### config.mk
export PLATFORM = sky130hd
export DESIGN_NAME = frac_baud_tick_gen
export DESIGN_NICKNAME = d
export VERILOG_FILES = /design/src/rtl/uart_pkg.sv /design/src/rtl/ovs_phase_counter.sv /design/src/rtl/frac_baud_tick_gen.sv
export SDC_FILE = /design/constraint.sdc
export NUM_CORES = 1
export LEC_CHECK = 0
export ABC_CLOCK_PERIOD_IN_PS = 4900
export BUFFER_PORTS_ARGS = -buffer_cell sky130_fd_sc_hd__buf_2
export CAP_MARGIN = 20
export CELL_PAD_IN_SITES_DETAIL_PLACEMENT = 0
export CELL_PAD_IN_SITES_GLOBAL_PLACEMENT = 2
export CORE_MARGIN = 2
export CORE_UTILIZATION = 35
export DETAILED_ROUTE_END_ITERATION = 16
export GPL_ROUTABILITY_DRIVEN = 0
export HOLD_SLACK_MARGIN = 0.1
export PLACE_DENSITY_LB_ADDON = 0.3
export SLEW_MARGIN = 25
export SYNTH_ARGS = -nofsm -noshare
export SYNTH_HDL_FRONTEND = slang
export SYNTH_HIERARCHICAL = 1
export SYNTH_SLANG_ARGS = --single-unit
### constraint.sdc
create_clock -name clk -period 4.9 [get_ports clk]
set_input_delay 0.49 -clock clk [delete_from_list [all_inputs] [get_ports clk]]
set_output_delay 0.49 -clock clk [all_outputs]
set_load 0.05 [all_outputs]
### src/rtl/uart_pkg.sv
// Shared UART timing constants and helpers for the baud tick generator.
package uart_pkg;

    // Ceiling log2 for constant width derivation; returns 0 for v <= 1.
    function automatic int unsigned clog2(input int unsigned v);
        int unsigned r;
        r = 0;
        for (int unsigned i = 0; i < 32; i++) begin
            if ((32'd1 << i) < v) begin
                r = i + 1;
            end
        end
        return r;
    endfunction

    localparam int unsigned UART_CNT_W    = 16;
    localparam int unsigned UART_FRAC_W   = 4;
    localparam int unsigned UART_OVS      = 16;
    localparam int unsigned UART_OVS_W    = clog2(UART_OVS);
    // 50 MHz / (115200 * 16) = 27.127 -> 27 + 2/16
    localparam int unsigned UART_DEF_INT  = 27;
    localparam int unsigned UART_DEF_FRAC = 2;

endpackage

### src/rtl/ovs_phase_counter.sv
// Mod-OVS oversample phase counter with mid-bit and last-phase decodes.
module ovs_phase_counter #(
    parameter int unsigned OVS   = 16,
    parameter int unsigned OVS_W = 4
) (
    input  logic             clk,
    input  logic             reset,
    input  logic             inc_i,
    input  logic             clr_i,
    output logic [OVS_W-1:0] phase_o,
    output logic             mid_o,
    output logic             max_o
);

    localparam logic [OVS_W-1:0] PH_MID = OVS_W'(OVS / 2 - 1);
    localparam logic [OVS_W-1:0] PH_MAX = OVS_W'(OVS - 1);

    logic [OVS_W-1:0] phase_q;
    logic [OVS_W-1:0] phase_d;

    // Next phase: clear wins, otherwise advance and wrap at OVS-1.
    always_comb begin
        phase_d = phase_q;
        if (clr_i) begin
            phase_d = '0;
        end else if (inc_i) begin
            phase_d = (phase_q == PH_MAX) ? '0 : phase_q + OVS_W'(1);
        end
    end

    // Phase register.
    always_ff @(posedge clk) begin
        if (reset) begin
            phase_q <= '0;
        end else begin
            phase_q <= phase_d;
        end
    end

    assign phase_o = phase_q;
    assign mid_o   = (phase_q == PH_MID);
    assign max_o   = (phase_q == PH_MAX);

endmodule

### src/rtl/frac_baud_tick_gen.sv
// Fractional-divisor baud tick generator: shadowed divisor, cycle counter,
// dither accumulator and oversample phase for the UART rx/tx FSMs.
module frac_baud_tick_gen
    import uart_pkg::*;
#(
    parameter int unsigned CNT_W    = UART_CNT_W,
    parameter int unsigned FRAC_W   = UART_FRAC_W,
    parameter int unsigned OVS      = UART_OVS,
    parameter int unsigned OVS_W    = UART_OVS_W,
    parameter int unsigned DEF_INT  = UART_DEF_INT,
    parameter int unsigned DEF_FRAC = UART_DEF_FRAC
) (
    input  logic              clk,
    input  logic              reset,
    input  logic              en,
    input  logic              sync_clr,
    input  logic [CNT_W-1:0]  div_int,
    input  logic [FRAC_W-1:0] div_frac,
    input  logic              div_load,
    output logic              s_tick,
    output logic              mid_tick,
    output logic              bit_tick,
    output logic [OVS_W-1:0]  ovs_phase,
    output logic [CNT_W-1:0]  cnt,
    output logic              cfg_err
);

    localparam int unsigned LIM_W = CNT_W + 1;
    localparam logic [CNT_W-1:0]  RST_INT  = CNT_W'(DEF_INT);
    localparam logic [FRAC_W-1:0] RST_FRAC = FRAC_W'(DEF_FRAC);
    localparam logic [CNT_W-1:0]  MIN_INT  = CNT_W'(2);

    logic [CNT_W-1:0]  act_int_q,  act_int_d;
    logic [FRAC_W-1:0] act_frac_q, act_frac_d;
    logic [CNT_W-1:0]  pend_int_q, pend_int_d;
    logic [FRAC_W-1:0] pend_frac_q, pend_frac_d;
    logic              pend_q,     pend_d;
    logic [CNT_W-1:0]  cnt_q,      cnt_d;
    logic [FRAC_W-1:0] acc_q,      acc_d;
    logic              extra_q,    extra_d;

    logic [CNT_W-1:0]  eff_int;
    logic [LIM_W-1:0]  last_cnt;
    logic [FRAC_W:0]   acc_sum;
    logic              tick;
    logic              pend_v;
    logic [CNT_W-1:0]  pend_int_n;
    logic [FRAC_W-1:0] pend_frac_n;
    logic              apply;
    logic              ph_mid;
    logic              ph_max;

    // Interval end detect; >= recovers cleanly if the divisor was lowered while frozen.
    always_comb begin
        eff_int  = (act_int_q < MIN_INT) ? MIN_INT : act_int_q;
        last_cnt = {1'b0, eff_int} + LIM_W'(extra_q) - LIM_W'(1);
        tick     = en & ~sync_clr & ~reset & ({1'b0, cnt_q} >= last_cnt);
    end

    // Cycle counter and fractional accumulator; the carry stretches the next interval.
    always_comb begin
        cnt_d   = cnt_q;
        acc_d   = acc_q;
        extra_d = extra_q;
        acc_sum = {1'b0, acc_q} + {1'b0, act_frac_q};
        if (sync_clr) begin
            cnt_d   = '0;
            acc_d   = '0;
            extra_d = 1'b0;
        end else if (tick) begin
            cnt_d   = '0;
            acc_d   = acc_sum[FRAC_W-1:0];
            extra_d = acc_sum[FRAC_W];
        end else if (en) begin
            cnt_d = cnt_q + CNT_W'(1);
        end
    end

    // Divisor shadow: a load (or a held pending value) goes live at a tick or while idle/clearing.
    always_comb begin
        act_int_d   = act_int_q;
        act_frac_d  = act_frac_q;
        pend_v      = div_load | pend_q;
        pend_int_n  = div_load ? div_int  : pend_int_q;
        pend_frac_n = div_load ? div_frac : pend_frac_q;
        apply       = pend_v & (tick | ~en | sync_clr);
        pend_int_d  = pend_int_n;
        pend_frac_d = pend_frac_n;
        pend_d      = pend_v;
        if (apply) begin
            act_int_d  = pend_int_n;
            act_frac_d = pend_frac_n;
            pend_d     = 1'b0;
        end
    end

    // State registers; reset restores the default divisor and drops any pending load.
    always_ff @(posedge clk) begin
        if (reset) begin
            act_int_q   <= RST_INT;
            act_frac_q  <= RST_FRAC;
            pend_int_q  <= '0;
            pend_frac_q <= '0;
            pend_q      <= 1'b0;
            cnt_q       <= '0;
            acc_q       <= '0;
            extra_q     <= 1'b0;
        end else begin
            act_int_q   <= act_int_d;
            act_frac_q  <= act_frac_d;
            pend_int_q  <= pend_int_d;
            pend_frac_q <= pend_frac_d;
            pend_q      <= pend_d;
            cnt_q       <= cnt_d;
            acc_q       <= acc_d;
            extra_q     <= extra_d;
        end
    end

    ovs_phase_counter #(
        .OVS   (OVS),
        .OVS_W (OVS_W)
    ) u_ovs (
        .clk     (clk),
        .reset   (reset),
        .inc_i   (tick),
        .clr_i   (sync_clr),
        .phase_o (ovs_phase),
        .mid_o   (ph_mid),
        .max_o   (ph_max)
    );

    assign s_tick   = tick;
    assign mid_tick = tick & ph_mid;
    assign bit_tick = tick & ph_max;
    assign cnt      = cnt_q;
    assign cfg_err  = (act_int_q < MIN_INT);

endmodule

Yosys cells after proc, flatten, opt, wreduce, memory -nomap -nowiden
Index checks and enable logic that the tools add are counted. Widths: inputs -> output; s select.

Bits of input ports: 25. Bits in registers: 66. Output and inout port bits: 24. Word-level logic and storage cells: 37.

Bitwise logic cells: 12. Equality and inequality tests: 2. Order comparisons: 2. Multiplexer cells: 4. Add/subtract/negate cells: 5. Reduce and logical (&&, ||, !) cells: 3.

Operators with widths (number): $mux 16 (2); $add 16x1->17 (1); $ge 16x17->1 (1); $sub 17x1->17 const B (1); $add 16x1->16 const B (1); $lt 16x2->1 const B (1); $mux 4 (2); $and 1x1->1 (6); $add 4x4->5 (1); $add 4x1->4 const B (1); $eq 4x3->1 const B (1); $eq 4x4->1 const B (1); $reduce_or 2->1 (2); $not 1->1 (3); $or 1x1->1 (3); $reduce_or 3->1 (1).

Longest topological paths before layout
Gate-level depths: netlist of the first run.

Depth after elaboration: 10. Gate-level depth with buffers: 19. Depth with buffers taken out: 19.

Hierarchy
The synthesis of the first run kept the hierarchy.

By module, submodules not included: frac_baud_tick_gen (area an instance 3238.1 um^2, sequential area each 1241.2 um^2, instances 1, cells an instance 343); ovs_phase_counter (area an instance 183.9 um^2, sequential area each 80.1 um^2, instances 1, cells an instance 19).

Worst setup path after synthesis of the first run
OpenSTA, ideal clock, no wires.

Path type: flip-flop to output port. From: reg act_int_q[3]. To: out bit_tick. Stages on the path, launching flop included: 17. Arrival time: 3770 ps. Path slack: 640 ps. Data required time: 4410 ps. Buffers on the path: 0. Cell sequence: dfxtp_1 > or4_4 > nor2_1 > nand3_1 > nand2_1 > ha_1 > ha_1 > nand2b_1 > nor3b_1 > nand2_1 > xor2_1 > ha_1 > and3_1 > a221o_1 > a31oi_1 > nand3_1 > and3_1.

Cells in the longest elaborated chain, start to end: 7.

Ends and longest elaborated chain: start: declaration (RTL line frac_baud_tick_gen.sv:33) `logic [CNT_W-1:0] act_int_q, act_int_d;`; start signal: assignment (RTL line frac_baud_tick_gen.sv:109) `act_int_q <= act_int_d;`; $lt 16x2->1 (RTL line frac_baud_tick_gen.sv:55) `eff_int = (act_int_q < MIN_INT) ? MIN_INT : act_int_q;`; $mux 16 * (RTL line frac_baud_tick_gen.sv:55); $add 16x1->17 * (RTL line frac_baud_tick_gen.sv:56) `last_cnt = {1'b0, eff_int} + LIM_W'(extra_q) - LIM_W'(1);`; $sub 17x1->17 * (RTL line frac_baud_tick_gen.sv:56); $ge 16x17->1 * (RTL line frac_baud_tick_gen.sv:57) `tick = en & ~sync_clr & ~reset & ({1'b0, cnt_q} >= last_cnt);`; $and 1x1->1 * (RTL line frac_baud_tick_gen.sv:57); $and 1x1->1 * (RTL line frac_baud_tick_gen.sv:135) `assign bit_tick = tick & ph_max;`; end: declaration (RTL line frac_baud_tick_gen.sv:22) `output logic bit_tick,`.

Mark *: on every way between the ends. The rest lies on a longest branch, timed or not.

Worst setup path after layout of the first run
From: reg act_int_q[4]. To: out bit_tick.

The elaborated chain is that of the path after synthesis.

==> results by group, run 1 <==
Routing
  • Post-DR vias/cell: ~4.8
  • DRT iter0 DRCs: 53
  • Vias: 2639
  • Drt pass-1 iters: 5
  • # DRC: 0
  • Wirelength per Cell: 13.8 µm
  • Wirelength, routed: roughly 7600 µm
  • Final ANT Viol Nets: 0

Synthesis
  • Syn nets: about 400
  • Synth area leaders: dfxtp_1 (39%), ha_1 (8.8%), mux2i_1 (7.0%)
  • Area leader, netlist: dfxtp_1
  • Post-Synthesis Cell Area: 3420 µm²
  • Sequential cell area fraction in the yosys report: between 30% and 40%
  • Synth Instances: 362
  • Number of flops mapped to enable cells by yosys: 0
  • Yosys top cell area share: around two fifths
  • Yosys warning total: 6
  • Ys async rst share: 0%
  • Yosys reg bits: 66
  • Yosys cell types: 45
  • Syn Area/Cell: 9.45 µm²
  • Top cells by count, synth: dfxtp_1 (66), nor2_1 (53), ha_1 (24), mux2i_1 (24), nand2_1 (21)
  • Top FF cell, synth: dfxtp_1
  • Count leader, synth: dfxtp_1

Clock tree
  • CTS max path bufs: 2
  • Clk slew on worst S/H paths: ~0.080 ns
  • CTS Buf Count: 9
  • CTS tree: built
  • H-tree lvl count: 3
  • Clk sinks: 66
  • Clk root buf: clkbuf_8
  • Clk_lat worst skew: between 0.3 and 0.4 ns

Final layout
  • Final core occ: 43.3%
  • Layout area overhead: 22.1%
  • Flip-flop and latch area: roughly 1300 µm²
  • Nets: 464
  • Filler cells: approximately 1k
  • Ratio of cells with drive above 1 in the final layout: 25.5%
  • Final Instance Area: between 4000 and 5000 µm²
  • Multi-input gate area: about 2100 µm²
  • Antenna cells: 0

Power and ir drop
  • PwrDens: 316 nW/µm²
  • Peak VDD IR: 0.124 mV
  • Pleak: 1.87 nW
  • Total power: 1.32 mW

Floorplan
  • Initial core utilization: 35.5%
  • Core box area: 9640 µm²
  • Io pins: 49
  • Row cnt: 36
  • Die area: 10600 µm²
  • Die Wd: 103 µm
  • Die height: 103 µm

Placement
  • Dpl hpwl: 5440 µm
  • Post-DP Area: 3780 µm²
  • Post-Place Setup Slack: 0.212 ns
  • IO buf count: 48

Critical path
  • CP Data Arrival Time: 4.18 ns
  • Critical Path End Type: output pin
  • Critical Path RT: about 4.4 ns
  • CP Max Fanout: 5
  • WS Path Type: flip-flop to output pin
  • Startpoint types: flip-flop

GRT
  • Largest net degree at the start of global routing: 47
  • GRT overflow: 0
  • Overall global routing resource usage: 14.9%
  • First-pass GRT wire length: 12000 µm
  • Antenna violations before repair: 0
  • Vias in the first global route: about 2.5k

Status
  • Status: finished, final reports clean

Timing
  • Finish-stage setup viols: 0
  • Hold Slack: 0.404 ns
  • Slew of the pin with the lowest slew margin: roughly 0.87 ns
  • Final Critical Period: 4.67 ns
  • Max Clk Rate: 0.214 GHz
  • Final Hold Violating Endpoints: 0
  • Setup ws final: 0.225 ns
  • Period utilisation layout: 95.4%
  • Final Max Slew Viols: 0
  • Relative slew slack: a little over two fifths
  • Clock Skew: 0.0114 ns

Run
  • MaxCap Viol Count: 0

Hold path
  • Min-Delay Path Class: input pin to flip-flop
registers in the layout (all words and copies together) (netlist names):
signal         flops
extra_q            1
cnt               16
pend_q             1
u_ovs/phase_o      4
acc_q              4
act_int_q         16
pend_int_q        16
pend_frac_q        4
act_frac_q         4
kinds of logic after synthesis:
logic type               after synthesis  synth area share (%)
AO/OA/AOI/OAI                         35                  6.95
XOR/XNOR                              32                  8.19
adder cells (fa/ha/maj)               25                  9.36
buffers and inverters                 20                  2.67
flip-flops                            66                  38.6
multiplexers                          39                  12.0
AND/OR/NAND/NOR                      145                  22.3
layout make-up:
cell class	count	share of cell area [%]
Inverter	8	0.719
Sequential cell	66	31.7
Clock buffer	10	3.05
Timing Repair Buffer	53	6.86
Tap cell	133	3.98
Clock inverter	6	3.29
Multi-Input combinational cell	276	50.4
cells in the final DEF, fill, tap and decap left out, drive strengths merged, types with 2 or more instances in the layout:
cell type  count
bufinv         4
dfxtp         66
inv            9
a21oi         11
o21ai          8
nand2b         2
nor3b          3
mux2          15
nand2         22
ha            24
buf           52
nor2b         16
xor2          15
a21o           3
a211o          3
o21bai         5
nand4          7
and3          16
xnor2         17
clkbuf        11
nor3           6
nand3          8
mux2i         24
nor2          54
nor4           4
and4           3
a21boi         2
final timing paths:
kind / start / to / slack (ns) / cells after the start
max: act_int_q[4]$_SDFFE_PP1P_ / bit_tick / 0.23 / 17
min: div_frac[3] / pend_frac_q[3]$_SDFF_PP0_ / 0.40 / 3
max reg2reg: act_int_q[4]$_SDFFE_PP1P_ / act_int_q[10]$_SDFFE_PP0P_ / 0.64 / 17
min reg2reg: extra_q$_SDFFE_PP0P_ / extra_q$_SDFFE_PP0P_ / 0.46 / 2
per-layer routing:
metal / GRT usage [%] / vias to the layer above / wire, µm
li1: - / 1366 / -
met1: 18.7 / 1222 / 3590
met2: 24.2 / 37 / 3570
met3: 3.73 / 14 / 284
met4: 6.98 / 0 / 161
met5: 0 / - / 0
per-stage QoR:
step,TNS [ns],std cells
after floorplan,0,362
after global placement,0,533
after detailed placement,0,533
after CTS,-0.0350,549
after global routing,-0.00307,552
final,0,552
what timing repair did:
item,in CTS,in global routing
hold buffers,0,0
pin swaps,1,3
setup endpoints to repair,3,3
gates cloned,0,0
buffers inserted,0,3
resized for setup,5,18
power by group:
group	internal, mW	switching [mW]
combinational	0.0589	0.0680
sequential	0.557	0.0174
clock	0.393	0.226
total	1.01	0.311
worst max-delay path, cell delays in order, from the launching register on:
cell and delay, ns:
dfxtp_1 0.37, or4_4 0.57, nor2_2 0.13, nand3_2 0.11
nand2_1 0.09, ha_2 0.21, ha_4 0.16, nand2b_4 0.08
nor3b_2 0.22, nand2_1 0.11, xor2_2 0.16, ha_1 0.30
and3_1 0.20, a221o_1 0.38, a31oi_4 0.20, nand3_4 0.12
and3_4 0.22, clkbuf_4 0.20
Power figures use the tool's default switching activity.
==> run 2, diff against run 1 <==
--- a/config.mk
+++ b/config.mk
@@ -5,13 +5,14 @@
 export SDC_FILE = /design/constraint.sdc
 export NUM_CORES = 1
 export LEC_CHECK = 0
+export ABC_AREA = 1
 export ABC_CLOCK_PERIOD_IN_PS = 4900
 export BUFFER_PORTS_ARGS = -buffer_cell sky130_fd_sc_hd__buf_2
 export CAP_MARGIN = 20
 export CELL_PAD_IN_SITES_DETAIL_PLACEMENT = 0
 export CELL_PAD_IN_SITES_GLOBAL_PLACEMENT = 2
 export CORE_MARGIN = 2
-export CORE_UTILIZATION = 35
+export CORE_UTILIZATION = 33
 export DETAILED_ROUTE_END_ITERATION = 16
 export GPL_ROUTABILITY_DRIVEN = 0
 export HOLD_SLACK_MARGIN = 0.1
==> run 2 against run 1 <==
Compared with the run above: power is 12% lower; clock-buffer cell count down 1; clock power shrank 31%; final cell count up 18%; sequential power up 1%; setup slack improved by 0.26 ns; clock skew decreased by 0.00069 ns; critical endpoint is now s_tick; largest power group is now registers.
==> results by group, run 2 <==
Status
  • Status: finished, final reports clean

Floorplan
  • Row cnt: 37 (+2.8%)
  • Initial core utilization: 34.1% (-1.4 points)
  • Die height: 107 µm (+4.3%)
  • Die Wd: 107 µm (+4.3%)
  • Io pins: 49 (unchanged)
  • Die area: 11500 µm² (+8.8%)
  • Core box area: 10300 µm² (+7.1%)

Power and ir drop
  • Comb power frac: 13.2% (+3.6 points)
  • P_int: 0.807 mW (-20%)
  • Total power: 1.16 mW (-12%)
  • PwrDens: 284 nW/µm² (-10%)
  • Clock share of power: 36.6% (-10 points)
  • Switching power: 0.352 mW (+13%)
  • Seq pwr share: 50.2% (+6.7 points)
  • Sw frac: 30.4% (+6.8 points)
  • Pleak: 1.90 nW (+1.6%)
  • Peak VDD IR: 0.130 mV (+4.5%)

GRT
  • Antenna violations before repair: 0 (unchanged)
  • Largest net degree at the start of global routing: 38 (-19%)
  • Overall global routing resource usage: 14.7% (-0.23 points)
  • First-pass GRT wire length: 13400 µm (+12%)
  • GRT overflow: 0 (unchanged)
  • Vias in the first global route: 2797 (+13%)

Timing
  • Period utilisation layout: 90.1% (-5.3 points)
  • Hold Slack: 0.407 ns (+0.00336 ns)
  • Clock Skew: 0.0107 ns (-0.000692 ns)
  • Max Clk Rate: 0.227 GHz (+5.9%)
  • Finish-stage setup viols: 0 (unchanged)
  • Slew of the pin with the lowest slew margin: 0.939 ns (+0.0738 ns)
  • Final Critical Period: 4.41 ns (-0.261 ns)
  • Setup ws final: 0.486 ns (+0.261 ns)
  • Final Max Slew Viols: 0 (unchanged)
  • Relative slew slack: 37.0% (-5.3 points)
  • Final Hold Violating Endpoints: 0 (unchanged)
  • Setup_tns: 0 ns (unchanged)

Clock tree
  • CTS Buf Count: 9 (unchanged)
  • Hold buffers post-CTS: 0 (unchanged)
  • Clk_lat worst skew: 0.35 ns (about the same)
  • Clk slew on worst S/H paths: 0.08 ns (about the same)
  • Clk root buf: clkbuf_8
  • H-tree lvl count: 3 (unchanged)
  • CTS tree: built
  • CTS max path bufs: 2 (unchanged)
  • Clk sinks: 66 (unchanged)

Synthesis
  • Yosys warning total: 6 (unchanged)
  • Syn Area/Cell: 7.59 µm² (-20%)
  • Top cells by count, synth: nand2_1 (86), nor2_1 (80), dfxtp_1 (66)
  • Yosys reg bits: 66 (unchanged)
  • Top FF cell, synth: dfxtp_1
  • Syn nets: 514 (+25%)
  • Synth Instances: 464 (+28%)
  • Post-Synthesis Cell Area: 3520 µm² (+3.0%)
  • Yosys cell types: 36 (-20%)
  • Ys async rst share: 0% (unchanged)
  • Area leader, netlist: dfxtp_1
  • Sequential cell area fraction in the yosys report: 37.5% (-1.1 points)
  • Synth area leaders: dfxtp_1 (38%), nand2_1 (9.2%), ha_1 (8.5%)
  • Yosys top cell area share: 37.5% (-1.1 points)
  • Count leader, synth: nand2_1
  • Number of flops mapped to enable cells by yosys: 0 (unchanged)

Final layout
  • Antenna cells: 0 (unchanged)
  • Layout area overhead: 16.0%
  • Commonest non-fill, non-tap cell in the layout: nand2_1
  • Final std cells w/o fill: 653 (+18%)
  • Ratio of cells with drive above 1 in the final layout: 17.8% (-7.7 points)
  • Final Instance Area: 4090 µm² (-2.2%)
  • Nets: 562 (+21%)
  • Final core occ: 39.6% (-3.7 points)
  • Most frequent cells in the layout: nand2_1 (86), nor2_1 (79), dfxtp_1 (66), buf_2 (46), inv_1 (34)

Placement
  • IO buf count: 48 (unchanged)
  • Post-Place Setup Slack: 0.388 ns (+0.176 ns)
  • Dpl hpwl: 6030 µm (+11%)
  • Placed cell count: 634 (+19%)
  • Post-DP Area: 3860 µm² (+2.0%)

Critical path
  • Most frequent CP cell: nand2_1
  • FF-to-FF End: act_int_q[1]$_SDFFE_PP1P_
  • Critical Path RT: 4.41 ns (about the same)
  • Worst R2R Start: act_int_q[10]$_SDFFE_PP0P_
  • Crit path max-delay family: simple AND/OR/NAND/NOR gates
  • Reg2reg setup slack: 0.88 ns (+0.24 ns)
  • Slowest cell on crit path: dfxtp_1
  • R2r worst-path depth: 29 (+12)
  • CP Max Fanout: 13 (+8)
  • Crit-path max cell delay: 0.36 ns (-0.21 ns)
  • Critical Path End Type: output pin
  • CP Data Arrival Time: 3.92 ns (-0.26 ns)
  • Worst path bufs/invs: 3 (+2)
  • WS Path Type: flip-flop to output pin
  • Startpoint types: flip-flop

Routing
  • # DRC: 0 (unchanged)
  • Wirelength per Cell: 12.3 µm (-11%)
  • Post-DR vias/cell: 4.64 (-3.0%)
  • Drt pass-1 iters: 4 (-1)
  • Max layer used: met4
  • Metal1 wirelength: 4080 µm (+14%)
  • Routed wl met3: 320 µm (+13%)
  • Wirelength, routed: 8030 µm (+5.6%)
  • Met2 WL: 3550 µm (-0.64%)
  • Vias: 3028 (+15%)
  • Final ANT Viol Nets: 0 (unchanged)
  • DRT iter0 DRCs: 131 (+150%)

Hold path
  • Min-delay src: div_int[15]
  • Hold Path Depth: 3 (unchanged)
  • Hold endpoint: pend_int_q[15]$_SDFF_PP0_
  • Min-Delay Path Class: input pin to flip-flop

Run
  • MaxCap Viol Count: 0 (unchanged)
## run 2: worst max-delay path by stage
stage	slack (ns)	cells past startpoint	from	to
final	0.49	27	act_int_q[10]$_SDFFE_PP0P_	s_tick
after global routing	-0.04	27	act_int_q[8]$_SDFFE_PP0P_	s_tick
after CTS	0.11	27	act_int_q[10]$_SDFFE_PP0P_	s_tick
after detailed placement	0.39	27	act_int_q[10]$_SDFFE_PP0P_	s_tick
after global placement	0.51	27	act_int_q[10]$_SDFFE_PP0P_	s_tick
after floorplan	0.65	27	act_int_q[10]$_SDFFE_PP0P_	bit_tick
## run 2: cell families after synthesis
group	synth area share (%)
AND/OR/NAND/NOR	28.8
flip-flops	37.5
buffers and inverters	6.36
AO/OA/AOI/OAI	7.35
adder cells (fa/ha/maj)	9.09
XOR/XNOR	5.22
multiplexers	5.68
## run 2: power by group through the flow
| stage | logic (mW) | registers [mW] | clock network (mW) |
|---|---|---|---|
| floorplan | 0.116 | 0.589 | 0 |
| global placement | 0.152 | 0.593 | 0 |
| detailed placement | 0.153 | 0.593 | 0 |
| CTS | 0.154 | 0.581 | 0.441 |
| global route | 0.178 | 0.585 | 0.466 |
| finish | 0.153 | 0.582 | 0.424 |
## run 2: cell type report
class	instances	area (µm²)
inverter	39	150
sequential	66	1320
fill	1100	6240
tap	136	170
multi-input combinational	345	2000
clock buffer	9	124
timing repair buffer	51	268
clock inverter	7	53.8
## run 2: routing by layer
layer / track usage, % / vias up
met5: 0 / -
met4: 4.40 / 0
met3: 3.75 / 8
met2: 22.2 / 49
met1: 20.7 / 1360
li1: - / 1611
## run 2: what timing repair did
| item | 4_1_cts | 5_1_grt |
|---|---|---|
| resized for setup | 1 | 6 |
| endpoints found under the setup margin | 1 | 3 |
| cloned | 0 | 0 |
| buffers inserted | 0 | 3 |
| pin swaps | 0 | 0 |
## run 2: worst min-delay path, cell delays in order
cell and delay [ns]:
buf_2 0.08, mux2i_1 0.07, nor2_1 0.08
==> run 3, diff against run 2 <==
--- a/config.mk
+++ b/config.mk
@@ -13,6 +13,7 @@
 export CELL_PAD_IN_SITES_GLOBAL_PLACEMENT = 2
 export CORE_MARGIN = 2
 export CORE_UTILIZATION = 33
+export CTS_BUF_LIST = sky130_fd_sc_hd__clkbuf_16
 export DETAILED_ROUTE_END_ITERATION = 16
 export GPL_ROUTABILITY_DRIVEN = 0
 export HOLD_SLACK_MARGIN = 0.1
==> run 3 against run 2 <==
Compared with the run above: wire length fell by 0.21%; flip-flop and latch count did not move; combinational power barely moved; via count barely moved.
==> results by group, run 3 (same netlist as run 2, synthesis figures left out) <==
Placement
  • Placed cell count: 634 (unchanged)
  • Post-Place Setup Slack: 0.388 ns (unchanged)
  • Dpl hpwl: 6030 µm (unchanged)
  • IO buf count: 48 (unchanged)
  • Post-DP Area: 3860 µm² (unchanged)

GRT
  • Antenna violations before repair: 0 (unchanged)
  • GRT overflow: 0 (unchanged)
  • First-pass GRT wire length: 13400 µm (-0.10%)
  • Overall global routing resource usage: 14.7% (-0.038 points)
  • Largest net degree at the start of global routing: 38 (unchanged)
  • Vias in the first global route: 2800 (+0.11%)

Power and ir drop
  • Clock share of power: 45.1% (+8.5 points)
  • Peak VDD IR: 0.183 mV (+41%)
  • PwrDens: 319 nW/µm² (+13%)
  • Total power: 1.34 mW (+15%)
  • Sw frac: 27.8% (-2.6 points)
  • Pleak: 1.94 nW (+2.4%)
  • Comb power frac: 11.4% (-1.8 points)
  • Seq pwr share: 43.5% (-6.7 points)
  • P_int: 0.966 mW (+20%)
  • Switching power: 0.372 mW (+5.5%)

Status
  • Status: finished, final reports clean

Final layout
  • Final std cells w/o fill: 653 (unchanged)
  • Filler cells: 1087 (-1.2%)
  • Final Instance Area: 4190 µm² (+2.5%)
  • Most frequent cells in the layout: nand2_1 (86), nor2_1 (79), dfxtp_1 (66), buf_2 (46), inv_1 (34)
  • Antenna cells: 0 (unchanged)
  • Ratio of cells with drive above 1 in the final layout: 17.8% (unchanged)
  • Commonest non-fill, non-tap cell in the layout: nand2_1
  • Layout area overhead: 18.9%
  • Final core occ: 40.6% (+0.98 points)
  • Nets: 562 (unchanged)

Run
  • MaxCap Viol Count: 0 (unchanged)

Routing
  • Wirelength per Cell: 12.3 µm (-0.21%)
  • Post-DR vias/cell: 4.63 (about the same)
  • Final ANT Viol Nets: 0 (unchanged)
  • Drt pass-1 iters: 4 (unchanged)
  • Wirelength, routed: 8020 µm (-0.21%)
  • # DRC: 0 (unchanged)
  • DRT iter0 DRCs: 116 (-11%)
  • Vias: 3026 (-0.066%)

Critical path
  • Critical Path End Type: output pin
  • WS Path Type: flip-flop to output pin
  • Critical Path RT: 4.41 ns (about the same)
  • Startpoint types: flip-flop
  • CP Data Arrival Time: 3.89 ns (-0.03 ns)
  • CP Max Fanout: 13 (unchanged)

Timing
  • Slew of the pin with the lowest slew margin: 0.944 ns (+0.00442 ns)
  • Hold Slack: 0.427 ns (+0.0193 ns)
  • Final Critical Period: 4.38 ns (-0.0332 ns)
  • Final Hold Violating Endpoints: 0 (unchanged)
  • Setup_tns: 0 ns (unchanged)
  • Relative slew slack: 36.7% (-0.30 points)
  • Clock Skew: 0.00768 ns (-0.00298 ns)
  • Max Clk Rate: 0.228 GHz (+0.76%)
  • Finish-stage setup viols: 0 (unchanged)
  • Final Max Slew Viols: 0 (unchanged)
  • Setup ws final: 0.519 ns (+0.0332 ns)
  • Period utilisation layout: 89.4% (-0.68 points)

Floorplan
  • Die Wd: 107 µm (unchanged)
  • Core box area: 10300 µm² (unchanged)
  • Initial core utilization: 34.1% (unchanged)
  • Io pins: 49 (unchanged)
  • Die area: 11500 µm² (unchanged)
  • Row cnt: 37 (unchanged)
  • Die height: 107 µm (unchanged)

Clock tree
  • Clk_lat worst skew: 0.33 ns (-0.02 ns)
  • CTS max path bufs: 2 (unchanged)
  • Hold buffers post-CTS: 0 (unchanged)
  • Clk root buf: clkbuf_16
  • Clk slew on worst S/H paths: 0.06 ns (-0.02 ns)
  • CTS tree: built
  • H-tree lvl count: 3 (unchanged)
  • CTS Buf Count: 9 (unchanged)
  • Clk sinks: 66 (unchanged)

Hold path
  • Min-Delay Path Class: input pin to flip-flop
[run 3: cell types whose count changed in the layout (fill, tap and decap cells not counted)]
| cell | before | now |
|---|---|---|
| clkbuf_16 | 0 | 9 |
| clkbuf_8 | 9 | 0 |
[run 3: worst paths after layout]
path	from	end	slack (ns)	depth (start not counted)
max reg2reg	act_int_q[10]$_SDFFE_PP0P_	act_int_q[1]$_SDFFE_PP1P_	0.89	29
min reg2reg	acc_q[0]$_SDFFE_PP0P_	acc_q[0]$_SDFFE_PP0P_	0.47	2
min	div_int[4]	pend_int_q[4]$_SDFF_PP0_	0.43	3
max	act_int_q[10]$_SDFFE_PP0P_	s_tick	0.52	27
[run 3: worst max-delay path, stage by stage, from the launching register on]
cell and delay (ns):
dfxtp_1 0.35, nor2_1 0.18, nand2_1 0.10, nor2_2 0.16
nand2_2 0.08, nand2_1 0.07, ha_1 0.17, ha_1 0.19
nand2_1 0.07, nor2_2 0.12, nand2_2 0.12, nor4_4 0.19
nand2_1 0.10, xor2_1 0.15, ha_1 0.29, nand2_1 0.05
inv_1 0.06, nand2_1 0.07, nor2_1 0.15, a21oi_1 0.08
nand2_1 0.06, nand2_1 0.04, nand2_1 0.05, nand2_1 0.04
nand2_1 0.09, nand2_4 0.13, clkinvlp_4 0.12, buf_2 0.26
[run 3: final cells by class]
type	instances	area, µm²	area share (%)
clock buffers	9	225	5.38
flip-flops and latches	66	1320	31.5
inverters	39	150	3.58
clock inverters	7	53.8	1.28
repair buffers	51	268	6.39
well taps	136	170	4.06
multi-input cells	345	2000	47.8
[run 3: timing repair]
item | in CTS | in global routing
setup endpoints to repair | 0 | 8
resized for setup | 0 | 7
buffers inserted | 0 | 3
[run 3: layer usage]
layer	track usage, %	share of wire (%)
met2	22.0	43
met5	0	0
met3	3.57	4.3
met4	4.58	1.4
met1	20.8	51
[run 3: power by group through the flow]
stage	combinational [mW]	sequential (mW)	clock, mW
after floorplan	0.116	0.589	0
after global placement	0.152	0.593	0
after detailed placement	0.153	0.593	0
after CTS	0.154	0.581	0.623
after global routing	0.178	0.585	0.650
final	0.153	0.582	0.603
